<file path="src/rtl/ldpc_pkg.sv">
// LDPC rate definitions shared by the encoder and the bit packer:
// rate indices, q lookup, frame sizing and the packer FSM states.
package ldpc_pkg;

    localparam int CTRL_W        = 5;
    localparam int FRAME_BYTES_W = 13;

    localparam logic [CTRL_W-1:0] RATE_1_4  = 5'd0;
    localparam logic [CTRL_W-1:0] RATE_1_3  = 5'd1;
    localparam logic [CTRL_W-1:0] RATE_2_5  = 5'd2;
    localparam logic [CTRL_W-1:0] RATE_1_2  = 5'd3;
    localparam logic [CTRL_W-1:0] RATE_3_5  = 5'd4;
    localparam logic [CTRL_W-1:0] RATE_2_3  = 5'd5;
    localparam logic [CTRL_W-1:0] RATE_3_4  = 5'd6;
    localparam logic [CTRL_W-1:0] RATE_4_5  = 5'd7;
    localparam logic [CTRL_W-1:0] RATE_5_6  = 5'd8;
    localparam logic [CTRL_W-1:0] RATE_8_9  = 5'd9;
    localparam logic [CTRL_W-1:0] RATE_9_10 = 5'd10;
    localparam logic [CTRL_W-1:0] CTRL_MAX  = RATE_9_10;

    typedef enum logic [1:0] {
        IDLE  = 2'd0,
        RUN   = 2'd1,
        FLUSH = 2'd2,
        DONE  = 2'd3
    } state_t;

    function automatic logic [7:0] q_of(input logic [CTRL_W-1:0] c);
        case (c)
            RATE_1_4:  return 8'd135;
            RATE_1_3:  return 8'd120;
            RATE_2_5:  return 8'd108;
            RATE_1_2:  return 8'd90;
            RATE_3_5:  return 8'd72;
            RATE_2_3:  return 8'd60;
            RATE_3_4:  return 8'd45;
            RATE_4_5:  return 8'd36;
            RATE_5_6:  return 8'd30;
            RATE_8_9:  return 8'd20;
            default:   return 8'd18;
        endcase
    endfunction

    // Bytes per frame: 360*(q-1) bits is always a whole number of bytes.
    function automatic logic [FRAME_BYTES_W-1:0] frame_bytes(input logic [CTRL_W-1:0] c);
        return FRAME_BYTES_W'(45 * (int'(q_of(c)) - 1));
    endfunction

endpackage

</file>
<file path="src/rtl/ldpc_out_reg.sv">
// Single-entry valid/ready holding register for a packed byte and its frame flags.
module ldpc_out_reg (
    input  logic       clk,
    input  logic       rst,
    input  logic       load,
    input  logic [7:0] load_data,
    input  logic       load_start,
    input  logic       load_end,
    input  logic       out_ready,
    output logic       out_valid,
    output logic [7:0] out_data,
    output logic       out_start_frame,
    output logic       out_end_frame
);

    logic       valid_reg;
    logic [7:0] data_reg;
    logic       start_reg;
    logic       end_reg;

    // A load only arrives when the slot is empty or draining this cycle.
    always_ff @(posedge clk) begin
        if (rst) begin
            valid_reg <= 1'b0;
            data_reg  <= 8'h00;
            start_reg <= 1'b0;
            end_reg   <= 1'b0;
        end else if (load) begin
            valid_reg <= 1'b1;
            data_reg  <= load_data;
            start_reg <= load_start;
            end_reg   <= load_end;
        end else if (valid_reg && out_ready) begin
            valid_reg <= 1'b0;
            start_reg <= 1'b0;
            end_reg   <= 1'b0;
        end
    end

    assign out_valid       = valid_reg;
    assign out_data        = data_reg;
    assign out_start_frame = start_reg;
    assign out_end_frame   = end_reg;

endmodule

</file>
<file path="src/rtl/ldpc_bit_packer.sv">
// Packs the serial LDPC encoder bit stream MSB-first into bytes, framed by the
// rate-dependent frame length, and releases the encoder once the frame drains.
module ldpc_bit_packer
    import ldpc_pkg::*;
#(
    parameter int FRAME_CNT_W = 16
) (
    input  logic              clk,
    input  logic              rst,
    input  logic [CTRL_W-1:0] ctrl,
    input  logic              ctrl_load,
    input  logic              enc_bits,
    input  logic              enc_valid,
    output logic              enc_ready,
    output logic              enc_dec_complete,
    output logic [7:0]        out_data,
    output logic              out_valid,
    input  logic              out_ready,
    output logic              out_start_frame,
    output logic              out_end_frame,
    output logic              out_err
);

    state_t                   state_reg;
    state_t                   state_next;
    logic [CTRL_W-1:0]        ctrl_reg;
    logic [FRAME_CNT_W-1:0]   bit_cnt_reg;
    logic [6:0]               shift_reg;
    logic                     err_reg;

    logic [FRAME_BYTES_W+2:0] last_bit_full;
    logic [FRAME_CNT_W-1:0]   last_bit;
    logic [2:0]               bit_idx;
    logic                     ctrl_ok;
    logic                     arm;
    logic                     accept;
    logic                     byte_done;
    logic                     last_accept;

    // Last bit index of the frame is frame_bytes*8-1.
    assign last_bit_full = {frame_bytes(ctrl_reg) - FRAME_BYTES_W'(1), 3'b111};
    assign last_bit      = FRAME_CNT_W'(last_bit_full);
    assign bit_idx       = bit_cnt_reg[2:0];

    assign ctrl_ok     = (ctrl <= CTRL_MAX);
    assign arm         = (state_reg == IDLE) && ctrl_load && ctrl_ok;
    // The eighth bit of a byte may only enter when the output slot is free or draining.
    assign enc_ready   = (state_reg == RUN) && ((bit_idx != 3'd7) || !out_valid || out_ready);
    assign accept      = enc_valid && enc_ready;
    assign byte_done   = accept && (bit_idx == 3'd7);
    assign last_accept = accept && (bit_cnt_reg == last_bit);

    assign enc_dec_complete = (state_reg == DONE);
    assign out_err          = err_reg;

    always_comb begin
        state_next = state_reg;
        case (state_reg)
            IDLE:    if (arm) state_next = RUN;
            RUN:     if (last_accept) state_next = FLUSH;
            FLUSH:   if (out_valid && out_ready) state_next = DONE;
            DONE:    state_next = IDLE;
            default: state_next = IDLE;
        endcase
    end

    always_ff @(posedge clk) begin
        if (rst) begin
            state_reg   <= IDLE;
            ctrl_reg    <= '0;
            bit_cnt_reg <= '0;
            shift_reg   <= '0;
            err_reg     <= 1'b0;
        end else begin
            state_reg <= state_next;
            err_reg   <= (state_reg == IDLE) && ctrl_load && !ctrl_ok;
            if (arm) begin
                ctrl_reg    <= ctrl;
                bit_cnt_reg <= '0;
                shift_reg   <= '0;
            end else if (accept) begin
                shift_reg   <= {shift_reg[5:0], enc_bits};
                bit_cnt_reg <= last_accept ? '0 : bit_cnt_reg + FRAME_CNT_W'(1);
            end
        end
    end

    ldpc_out_reg u_out_reg (
        .clk             (clk),
        .rst             (rst),
        .load            (byte_done),
        .load_data       ({shift_reg, enc_bits}),
        .load_start      (bit_cnt_reg == FRAME_CNT_W'(7)),
        .load_end        (last_accept),
        .out_ready       (out_ready),
        .out_valid       (out_valid),
        .out_data        (out_data),
        .out_start_frame (out_start_frame),
        .out_end_frame   (out_end_frame)
    );

endmodule
</file>
<file path="config.mk">
export PLATFORM = sky130hd
export DESIGN_NAME = ldpc_bit_packer
export DESIGN_NICKNAME = d
export VERILOG_FILES = /design/src/rtl/ldpc_pkg.sv /design/src/rtl/ldpc_out_reg.sv /design/src/rtl/ldpc_bit_packer.sv
export SDC_FILE = /design/constraint.sdc
export NUM_CORES = 1
export LEC_CHECK = 0
export BUFFER_PORTS_ARGS = -buffer_cell sky130_fd_sc_hd__buf_2
export CORE_ASPECT_RATIO = 1.4
export CORE_MARGIN = 2
export CORE_UTILIZATION = 35
export CTS_BUF_LIST = sky130_fd_sc_hd__clkbuf_8 sky130_fd_sc_hd__clkbuf_16
export DETAILED_ROUTE_END_ITERATION = 10
export GPL_ROUTABILITY_DRIVEN = 0
export MAX_ROUTING_LAYER = met4
export PLACE_DENSITY_LB_ADDON = 0.3
export SKIP_CTS_REPAIR_TIMING = 1
export SLEW_MARGIN = 15
export SYNTH_ARGS = -nofsm -noshare
export SYNTH_HDL_FRONTEND = slang
export SYNTH_SLANG_ARGS = --single-unit
</file>
<file path="constraint.sdc">
create_clock -name clk -period 6.6 [get_ports clk]
set_input_delay 0.33 -clock clk [delete_from_list [all_inputs] [get_ports clk]]
set_output_delay 0.33 -clock clk [all_outputs]
set_load 0.01 [all_outputs]
</file>
## Word level (Yosys, flattened, before mapping)

Memories as Yosys holds them, arrays and structs flattened. A register that Yosys moved wholly into a read port is not among the register bits.
Index checks and enable logic that the tools add are counted.
W data, S select, Z words.

- Reduce and logical (&&, ||, !) cells: 16
- Add/subtract/negate cells: 3
- Shift-type cells: 0
- Multiplexer cells: 12
- Div/mod/pow operators: 0
- Eq/ne operators: 10
- Bitwise logic cells: 0
- Magnitude comparators: 1
- Multipliers: 1

Operator list:

| cell | number |
|---|---|
| $add A16 B1 Y16 const B | 1 |
| $eq A16 B16 Y1 | 1 |
| $eq A16 B3 Y1 const B | 1 |
| $mux W16 | 1 |
| $mul A7 B9 Y13 const A | 1 |
| $sub A13 B1 Y13 const B | 1 |
| $sub A8 B1 Y9 const B | 1 |
| $logic_and A1 B1 Y1 | 8 |
| $mux W4 | 2 |
| $mux W8 | 1 |
| $pmux W2 S4 | 1 |
| $mux W2 | 3 |
| $ne A2 B2 Y1 const B | 3 |
| $le A5 B4 Y1 const B | 1 |
| $eq A2 B2 Y1 const B | 2 |
| $mux W1 | 4 |
| $eq A3 B3 Y1 const B | 1 |
| $ne A3 B3 Y1 const B | 1 |
| $reduce_and A3 Y1 | 1 |
| $eq A2 B1 Y1 const B | 1 |
| $logic_not A1 Y1 | 2 |
| $logic_not A2 Y1 | 1 |
| $logic_or A1 B1 Y1 | 2 |
| $reduce_bool A2 Y1 | 1 |
| $reduce_or A2 Y1 | 1 |

- Word-level logic and storage cells: 53
- Register bits: 42
- Bits in read-only memories: 128
- Memories: 1
- Bits in latches: 0
- Memory bits (writable): 0
- Output and inout port bits: 14
- Input bits: 11

Memories:

| name | words | width | rd ports | clocked after Yosys merged registers in | write ports | line | text |
|---|---|---|---|---|---|---|---|
| (no name shown) | 16 | 8 | 1 | 1 | 0 | ldpc_pkg.sv:29 | `case (c)` |

## Longest topological paths before layout

Gate-level depths: netlist (run 1).

- Word-level depth: 8
- Mapped depth: 21
- Mapped depth without buffers: 19

## Hierarchy

A second synthesis (run 1) with hierarchy kept.

- Cell total of the unflattened synthesis: 451
- Area, all modules: 3988.8 µm²

Modules (own cells, without submodules):

| module | area each (µm²) | cells an instance | times used | sequential area each (µm²) |
|---|---|---|---|---|
| ldpc_bit_packer | 3593.4 | 412 | 1 | 780.7 |
| ldpc_out_reg | 395.4 | 39 | 1 | 220.2 |

## Least setup slack after synthesis (run 1)

OpenSTA, ideal clock, no wires.

- Path kind: reg2reg
- From: register ctrl_reg[4]
- To: register bit_cnt_reg[10]
- Data arrival time: 5.682 ns
- Clock period less this slack: 5.796 ns
- Library setup time: 0.115 ns
- Data required time: 6.485 ns
- Path slack: 0.804 ns
- Cell stages (with the launch flop): 22
- Buffers on the path: 2
- Cells stage by stage: dfxtp_1 > clkbuf_1 > nand2b_1 > ha_1 > nand2_1 > a22oi_1 > ha_1 > inv_1 > fa_1 > fa_1 > inv_1 > fa_1 > ha_1 > and2_1 > a211o_1 > o31ai_1 > and2_1 > o21ai_1 > xnor2_4 > o41ai_4 > buf_6 > nor2_1

- Word-level cells in the longest chain between the ends: 7

Ends and longest elaborated chain:

| what | line | text |
|---|---|---|
| from (decl) | ldpc_bit_packer.sv:26 | `logic [CTRL_W-1:0] ctrl_reg;` |
| from (signal assigned) | ldpc_bit_packer.sv:78 | `ctrl_reg <= ctrl;` |
| $mux W8 | ldpc_pkg.sv:29 |  |
| $sub A8 B1 Y9 | ldpc_pkg.sv:46 | `return FRAME_BYTES_W'(45 * (int'(q_of(c)) - 1));` |
| $mul A7 B9 Y13 | ldpc_pkg.sv:46 |  |
| $sub A13 B1 Y13 | ldpc_bit_packer.sv:41 | `assign last_bit_full = {frame_bytes(ctrl_reg) - FRAME_BYTES_W'(1), 3'b111};` |
| $eq A16 B16 Y1 | ldpc_bit_packer.sv:51 | `assign last_accept = accept && (bit_cnt_reg == last_bit);` |
| $logic_and A1 B1 Y1 | ldpc_bit_packer.sv:51 |  |
| $mux W16 | ldpc_bit_packer.sv:83 | `bit_cnt_reg <= last_accept ? '0 : bit_cnt_reg + FRAME_CNT_W'(1);` |
| to (signal assigned) | ldpc_bit_packer.sv:83 |  |
| to (decl) | ldpc_bit_packer.sv:27 | `logic [FRAME_CNT_W-1:0] bit_cnt_reg;` |

Every way passes these cells.
A chain may end at the register's enable or synchronous reset.

## Final worst setup path (run 1)

Same ends and word-level chain as after synthesis.

==> metrics.md, run 1 <==
| Metric | Value |
|---|---|
| Outcome | complete, no violations |
| Vias in the first global route | 3,233 |
| Cells taking the most area after synthesis | sky130_fd_sc_hd__dfxtp_1 25%, sky130_fd_sc_hd__ha_1 15%, sky130_fd_sc_hd__fa_1 10%, sky130_fd_sc_hd__xnor2_1 5.5%, sky130_fd_sc_hd__nand2_1 5.0% |
| Die outline height | 129.6 µm |
| Cell total after placement | roughly 610 |
| Type of the tightest min-delay check | input port to flip-flop |
| Tcrit/Tclk final | 89.05% |
| Synthesized-area fraction occupied by adder cells | 24.73% |
| Aggregate negative setup slack | 0 ps |
| CTS buffer count | 5 |
| Synth area leader | sky130_fd_sc_hd__dfxtp_1 |
| Final period demand of the worst path | a little under 6000 ps |
| Number of buffer cells added on primary ports | 24 |
| Worst-margin pin slew | 681.9 ps |
| Routed wire length | about 8000 µm |
| TritonCTS clock tree | yes |
| Unique masters post-synth | 50 |
| Minimum hold slack | 269.8 ps |
| Sequential cell area | approximately 0.0010 mm² |
| Initial antenna violation count | 0 |
| Synth Area in Compound Gates | 10.34% |
| FFs w/ async S/R, synth | 0% |
| I/O pins | 25 |
| Area share of the largest cell type after synthesis | between 20 and 30% |
| Leftover overflow at the end of global routing | 0 |
| Layout Cells excl Fill | about 620 |
| Mapped Nets | between 500 and 600 |
| Unrepaired setup endpoints after global routing | no |
| Clk root buf | sky130_fd_sc_hd__clkbuf_16 |
| Total number of vias | between 3,000 and 4,000 |
| Wire length of the first global-routing pass | 14,700 µm |
| DIE WIDTH | roughly 94 µm |
| Flop and latch count out of synthesis | 50 |
| Warning count from the yosys run | 0 |
| Skew final | around 9.9 ps |
| Worst setup SP type | flip-flop |
| Relative slew margins | approximately 54% |
| Clock tree sinks | 50 |
| Vias per Instance | between 4 and 5 |
| Fraction of layout cells with a size suffix above 1 | 9.544% |
| Maximum capacitance violations | 0 |
| P&R area growth vs syn | 11.48% |
| Clock transition at the register clock pins on the worst setup and hold paths after CTS | 70 ps |
| Average cell area after synthesis | approximately 8.6 µm² |
| Buffer depth of the longest clock path | 2 |
| H-Tree Level Count | 2 |
| Fill cells | between 1,000 and 1,500 |
| Half-perimeter wire length after detailed placement | ~6600 µm |
| Global-route usage over all layers | roughly 15% |
| Detailed Route Iter0 Violations | 95 |
| Number of rows in the core area | between 40 and 50 |
| Achievable frequency | 170.1 MHz |
| Count of endpoints failing hold in the final timing report | 0 |
| Footprint of the multi-input gates | approximately 0.0027 mm² |
| Capturing element type of the critical path | flip-flop |
| Floorplan Core Area | around 0.011 mm² |
| Initial Utilization | ~36% |
| Share of synthesized cell area in and, or, nand and nor gates | between 20 and 25% |
| Sequential fraction of the synthesis area | approximately a quarter |
| Critical-path maximum fanout | 14 |
| DR WL/cell | roughly 13 µm |
| Floorplan die area | about 0.012 mm² |
| Data required time at the worst endpoint | about 6800 ps |
| Number of design rule violations left after detail routing | 0 |
| Xor/xnor share of the synthesized area | 10.88% |
| Largest net degree at the start of global routing | 25 |
| Number of nets with antenna violations after detailed routing | 0 |
| Final number of setup-violating endpoints | 0 |
| Leading register cell type out of synthesis | sky130_fd_sc_hd__dfxtp_1 |
| Insertion delay to the later sink of the worst-skew pair | about 290 ps |
| Layout net count | between 500 and 600 |
| Synthesized instance count | about 460 |
| Largest family of logic cells by synthesized area | adder cells |
| First-pass iteration count of the detailed router | 4 |
| Number of synthesized flops with an enable pin | 0 |
| Max Slew Vio Count | 0 |
| Worst Setup Path Type | flip-flop to flip-flop |
| Worst endpoint data arrival time | just over 6000 ps |
| Synth Cell Area | ~0.0039 mm² |
| Diode count | 0 |
| Fraction of synthesized area in multiplexers | 2.029% |
[layout make-up]
| cell class | instances | share of cell area, % |
|---|---|---|
| multi-input cells | 344 | 61.06 |
| repair buffers | 28 | 3.697 |
| inverters | 52 | 4.437 |
| well taps | 141 | 4.010 |
| clock buffers | 6 | 3.157 |
| flip-flops and latches | 50 | 22.75 |
| clock inverters | 2 | 0.8817 |
[layer usage]
| layer | track usage (%) | up-vias | wire (µm) |
|---|---|---|---|
| li1 | - | 1552 | - |
| met1 | 17.51 | 1411 | 3489 |
| met2 | 28.03 | 51 | 4282 |
| met3 | 1.279 | 15 | 168 |
| met4 | 6.138 | 0 | 220 |
| met5 | - | - | 0 |
[logic make-up (layout without fill, tap and decap cells)]
| family | count (synthesis) | in the layout |
|---|---|---|
| adder cells (fa/ha/maj) | 66 | 66 |
| multiplexers | 8 | 8 |
| flip-flops | 50 | 50 |
| AND/OR/NAND/NOR | 164 | 164 |
| AO/OA/AOI/OAI | 63 | 63 |
| buffers and inverters | 67 | 88 |
| XOR/XNOR | 43 | 43 |
[cells in the final DEF, fill, tap and decap left out, types with 6 or more instances in the layout]
master | Yosys | final
sky130_fd_sc_hd__inv_1 | 52 | 52
sky130_fd_sc_hd__mux2i_1 | 8 | 8
sky130_fd_sc_hd__and3_1 | 8 | 8
sky130_fd_sc_hd__nand3_1 | 14 | 14
sky130_fd_sc_hd__fa_1 | 20 | 20
sky130_fd_sc_hd__buf_2 | 0 | 24
sky130_fd_sc_hd__dfxtp_1 | 50 | 50
sky130_fd_sc_hd__nand2b_1 | 7 | 7
sky130_fd_sc_hd__nand2_1 | 53 | 53
sky130_fd_sc_hd__and2_1 | 8 | 8
sky130_fd_sc_hd__xor2_1 | 15 | 15
sky130_fd_sc_hd__o21ai_0 | 6 | 6
sky130_fd_sc_hd__ha_1 | 46 | 46
sky130_fd_sc_hd__a21oi_1 | 29 | 29
sky130_fd_sc_hd__nor3_1 | 7 | 7
sky130_fd_sc_hd__xnor2_1 | 25 | 25
sky130_fd_sc_hd__nor2_1 | 45 | 45
[per-stage QoR]
stage | setup slack (ps) | utilization [%] | cell area, µm²
after floorplan | 803.6 | - | 3946
after global placement | 631.0 | 38.47 | 4202
after detailed placement | 466.0 | 38.47 | 4202
after CTS | 447.7 | 40.09 | 4379
after global routing | 312.1 | 40.27 | 4399
final | 722.6 | 40.27 | 4399
[final timing paths]
check | start | to | slack [ps] | cells past startpoint
max | ctrl_reg[4] | bit_cnt_reg[10] | 720 | 20
min | ctrl_load | out_err | 270 | 3
max reg2reg | ctrl_reg[4] | bit_cnt_reg[10] | 720 | 20
min reg2reg | u_out_reg.out_data[5] | u_out_reg.out_data[5] | 450 | 2
[Yosys cell counts, types with 2 or more instances]
cell                       number
sky130_fd_sc_hd__a21o_1         2
sky130_fd_sc_hd__and4_1         2
sky130_fd_sc_hd__fa_1          20
sky130_fd_sc_hd__o211ai_1       4
sky130_fd_sc_hd__nand2_1       53
sky130_fd_sc_hd__nor2_2         2
sky130_fd_sc_hd__or2_2          2
sky130_fd_sc_hd__o31ai_1        3
sky130_fd_sc_hd__or3_1          2
sky130_fd_sc_hd__o21ai_0        6
sky130_fd_sc_hd__and3_1         8
sky130_fd_sc_hd__inv_1         52
sky130_fd_sc_hd__clkbuf_1      14
sky130_fd_sc_hd__nand2b_1       7
sky130_fd_sc_hd__dfxtp_1       50
sky130_fd_sc_hd__o22ai_1        2
sky130_fd_sc_hd__nor3_1         7
sky130_fd_sc_hd__and2_1         8
sky130_fd_sc_hd__nand4_1        3
sky130_fd_sc_hd__nor2b_1        3
sky130_fd_sc_hd__mux2i_1        8
sky130_fd_sc_hd__nor2_1        45
sky130_fd_sc_hd__nand3_1       14
sky130_fd_sc_hd__a21oi_1       29
sky130_fd_sc_hd__a31oi_1        2
sky130_fd_sc_hd__o21bai_1       2
sky130_fd_sc_hd__nor4_1         2
sky130_fd_sc_hd__ha_1          46
sky130_fd_sc_hd__o21a_1         2
sky130_fd_sc_hd__xnor2_4        2
sky130_fd_sc_hd__a211o_1        2
sky130_fd_sc_hd__xnor2_1       25
sky130_fd_sc_hd__xor2_1        15
[critical path: stages, from the launching register on]
cell and delay [ps]:
sky130_fd_sc_hd__dfxtp_1 630, sky130_fd_sc_hd__nand2b_1 310, sky130_fd_sc_hd__ha_1 330, sky130_fd_sc_hd__nand2_1 90
sky130_fd_sc_hd__a22oi_1 210, sky130_fd_sc_hd__ha_1 270, sky130_fd_sc_hd__inv_1 80, sky130_fd_sc_hd__fa_1 440
sky130_fd_sc_hd__fa_1 540, sky130_fd_sc_hd__inv_1 50, sky130_fd_sc_hd__fa_1 470, sky130_fd_sc_hd__ha_1 370
sky130_fd_sc_hd__and2_1 200, sky130_fd_sc_hd__a211o_1 310, sky130_fd_sc_hd__o31ai_1 320, sky130_fd_sc_hd__and2_1 180
sky130_fd_sc_hd__o21ai_1 150, sky130_fd_sc_hd__xnor2_4 210, sky130_fd_sc_hd__o41ai_4 390, sky130_fd_sc_hd__buf_12 180
sky130_fd_sc_hd__nor2_1 50
Power of run 1 is left out: the tool's default activity adds up to more than one toggle a clock period on the data nets, which glitch-free logic cannot reach.
==> run 2: changes to the inputs <==
Settings changed: REMOVE_ABC_BUFFERS from default to 1.
==> metrics.md, run 2 (synthesis results as in run 1) <==
| Metric | Value |
|---|---|
| Outcome | complete, no violations |
| Global-route usage over all layers | 14.67% |
| Insertion delay to the later sink of the worst-skew pair | 280 ps |
| Worst endpoint data arrival time | approximately 6300 ps |
| Floorplan Core Area | ~0.011 mm² |
| I/O pins | 25 |
| Skew final | roughly 3.6 ps |
| Initial Utilization | 36.13% |
| Detailed Route Iter0 Violations | just over 90 |
| Number of buffer cells added on primary ports | 24 |
| Routed wire length | 8105 µm |
| DR WL/cell | approximately 13 µm |
| Buffer depth of the longest clock path | 2 |
| Reg2Reg Setup Slack | between 400 and 500 ps |
| Number of design rule violations left after detail routing | 0 |
| Capturing element type of the critical path | flip-flop |
| TritonCTS clock tree | yes |
| Worst Setup Path Type | flip-flop to flip-flop |
| Most common cell after layout, fill and taps aside | sky130_fd_sc_hd__nand2_1 |
| Critical-path maximum fanout | 14 |
| Diode count | 0 |
| Unrepaired setup endpoints after global routing | no |
| Wire length of the first global-routing pass | 14,010 µm |
| Count of endpoints failing hold in the final timing report | 0 |
| Aggregate negative setup slack | 0 ps |
| P&R area growth vs syn | 9.797% |
| Type of the tightest min-delay check | input port to flip-flop |
| Initial antenna violation count | 0 |
| Launch instance of the worst register-to-register path | ctrl_reg[4] |
| Worst setup SP type | flip-flop |
| Max Slew Vio Count | 0 |
| First-pass iteration count of the detailed router | 5 |
| Worst setup startpoint | ctrl_reg[4] |
| Clk root buf | sky130_fd_sc_hd__clkbuf_16 |
| Tcrit/Tclk final | 92.77% |
| Final number of setup-violating endpoints | 0 |
| Fraction of layout cells with a size suffix above 1 | under 10% |
| Half-perimeter wire length after detailed placement | 6669 µm |
| Vias per Instance | a little under 5 |
| Clock tree sinks | 50 |
| H-Tree Level Count | 2 |
| Worst reg2reg endpoint | bit_cnt_reg[11] |
| Worst-margin pin slew | ~670 ps |
| DIE WIDTH | 93.74 µm |
| Number of rows in the core area | 45 |
| Data required time at the worst endpoint | roughly 6800 ps |
| Clock transition at the register clock pins on the worst setup and hold paths after CTS | 60 ps |
| Critical Path End | bit_cnt_reg[11] |
| Vias in the first global route | 3,067 |
| Largest net degree at the start of global routing | 25 |
| Final period demand of the worst path | roughly 6000 ps |
| Achievable frequency | 163.3 MHz |
| CTS buffer count | 5 |
| Number of cells on the worst reg-to-reg path | 20 |
| Floorplan die area | between 0.01 and 0.015 mm² |
| Maximum capacitance violations | 0 |
| Top library cells by usage in the layout, fill and taps aside | 53 x sky130_fd_sc_hd__nand2_1, 52 x sky130_fd_sc_hd__inv_1, 50 x sky130_fd_sc_hd__dfxtp_1 |
| Leftover overflow at the end of global routing | 0 |
| Relative slew margins | between 50% and 60% |
| Total number of vias | between 3,000 and 4,000 |
| Number of nets with antenna violations after detailed routing | 0 |
| Layout net count | approximately 560 |
| Die outline height | approximately 130 µm |
## run 2: cell count changes in the layout (fill, tap and decap cells not counted), sizes merged
cell,delta
clkbuf,-1
bufinv,-1
buf,-2
clkinv,+1
## run 2: stage by stage
| step | hold WS, ps | setup slack, ps | cells | area, µm² | util (%) |
|---|---|---|---|---|---|
| 2_1_floorplan | 399.1 | 854.3 | 446 | 3882 | - |
| 3_3_place_gp | 446.0 | 631.0 | 613 | 4194 | 38.40 |
| 3_5_place_dp | 445.5 | 494.3 | 613 | 4194 | 38.40 |
| 4_1_cts | 278.6 | 491.2 | 620 | 4333 | 39.67 |
| 5_1_grt | 305.7 | 54.20 | 620 | 4333 | 39.67 |
| 6_report | 290.3 | 476.9 | 620 | 4333 | 39.67 |
## run 2: metal layers
metal,vias up,part of all wire (%),track usage [%]
met3,12,1.5,1.744
met4,0,2.0,4.263
met2,34,54,26.81
met5,-,0,-
met1,1425,43,16.69
li1,1548,-,-
## run 2: layout make-up
| cell class | count | area [µm²] |
|---|---|---|
| clock buffers | 5 | 125.1 |
| clock inverters | 2 | 13.76 |
| fillers | 1139 | 6590 |
| inverters | 52 | 195.2 |
| multi-input cells | 344 | 2686 |
| flip-flops and latches | 50 | 1001 |
| well taps | 141 | 176.4 |
| repair buffers | 26 | 135.1 |
## run 2: how the worst min path moves through the flow
| stage | from | to | slack, ps | depth (start not counted) |
|---|---|---|---|---|
| after detailed placement | u_out_reg.out_data[3] | u_out_reg.out_data[3] | 450 | 2 |
| after CTS | ctrl_load | out_err | 280 | 3 |
| after global routing | ctrl_load | out_err | 310 | 3 |
| final | ctrl_load | out_err | 290 | 3 |
| after global placement | u_out_reg.out_data[0] | u_out_reg.out_data[0] | 450 | 2 |
| after floorplan | rst | u_out_reg.out_data[0] | 400 | 1 |
## run 2: critical path: stages, from the launching register on
cell and delay (ps):
sky130_fd_sc_hd__dfxtp_1 620, sky130_fd_sc_hd__nand2b_1 310, sky130_fd_sc_hd__ha_1 310, sky130_fd_sc_hd__nand2_1 90, sky130_fd_sc_hd__a22oi_1 440, sky130_fd_sc_hd__ha_1 330
sky130_fd_sc_hd__inv_1 70, sky130_fd_sc_hd__fa_1 440, sky130_fd_sc_hd__fa_1 540, sky130_fd_sc_hd__inv_1 50, sky130_fd_sc_hd__fa_1 470, sky130_fd_sc_hd__ha_1 370
sky130_fd_sc_hd__and2_1 210, sky130_fd_sc_hd__a211o_1 310, sky130_fd_sc_hd__o31ai_1 320, sky130_fd_sc_hd__and2_1 180, sky130_fd_sc_hd__o21ai_1 150, sky130_fd_sc_hd__xnor2_4 210
sky130_fd_sc_hd__o41ai_4 290, sky130_fd_sc_hd__buf_4 240, sky130_fd_sc_hd__nor2_1 70
Power of run 2 is left out for the same reason.
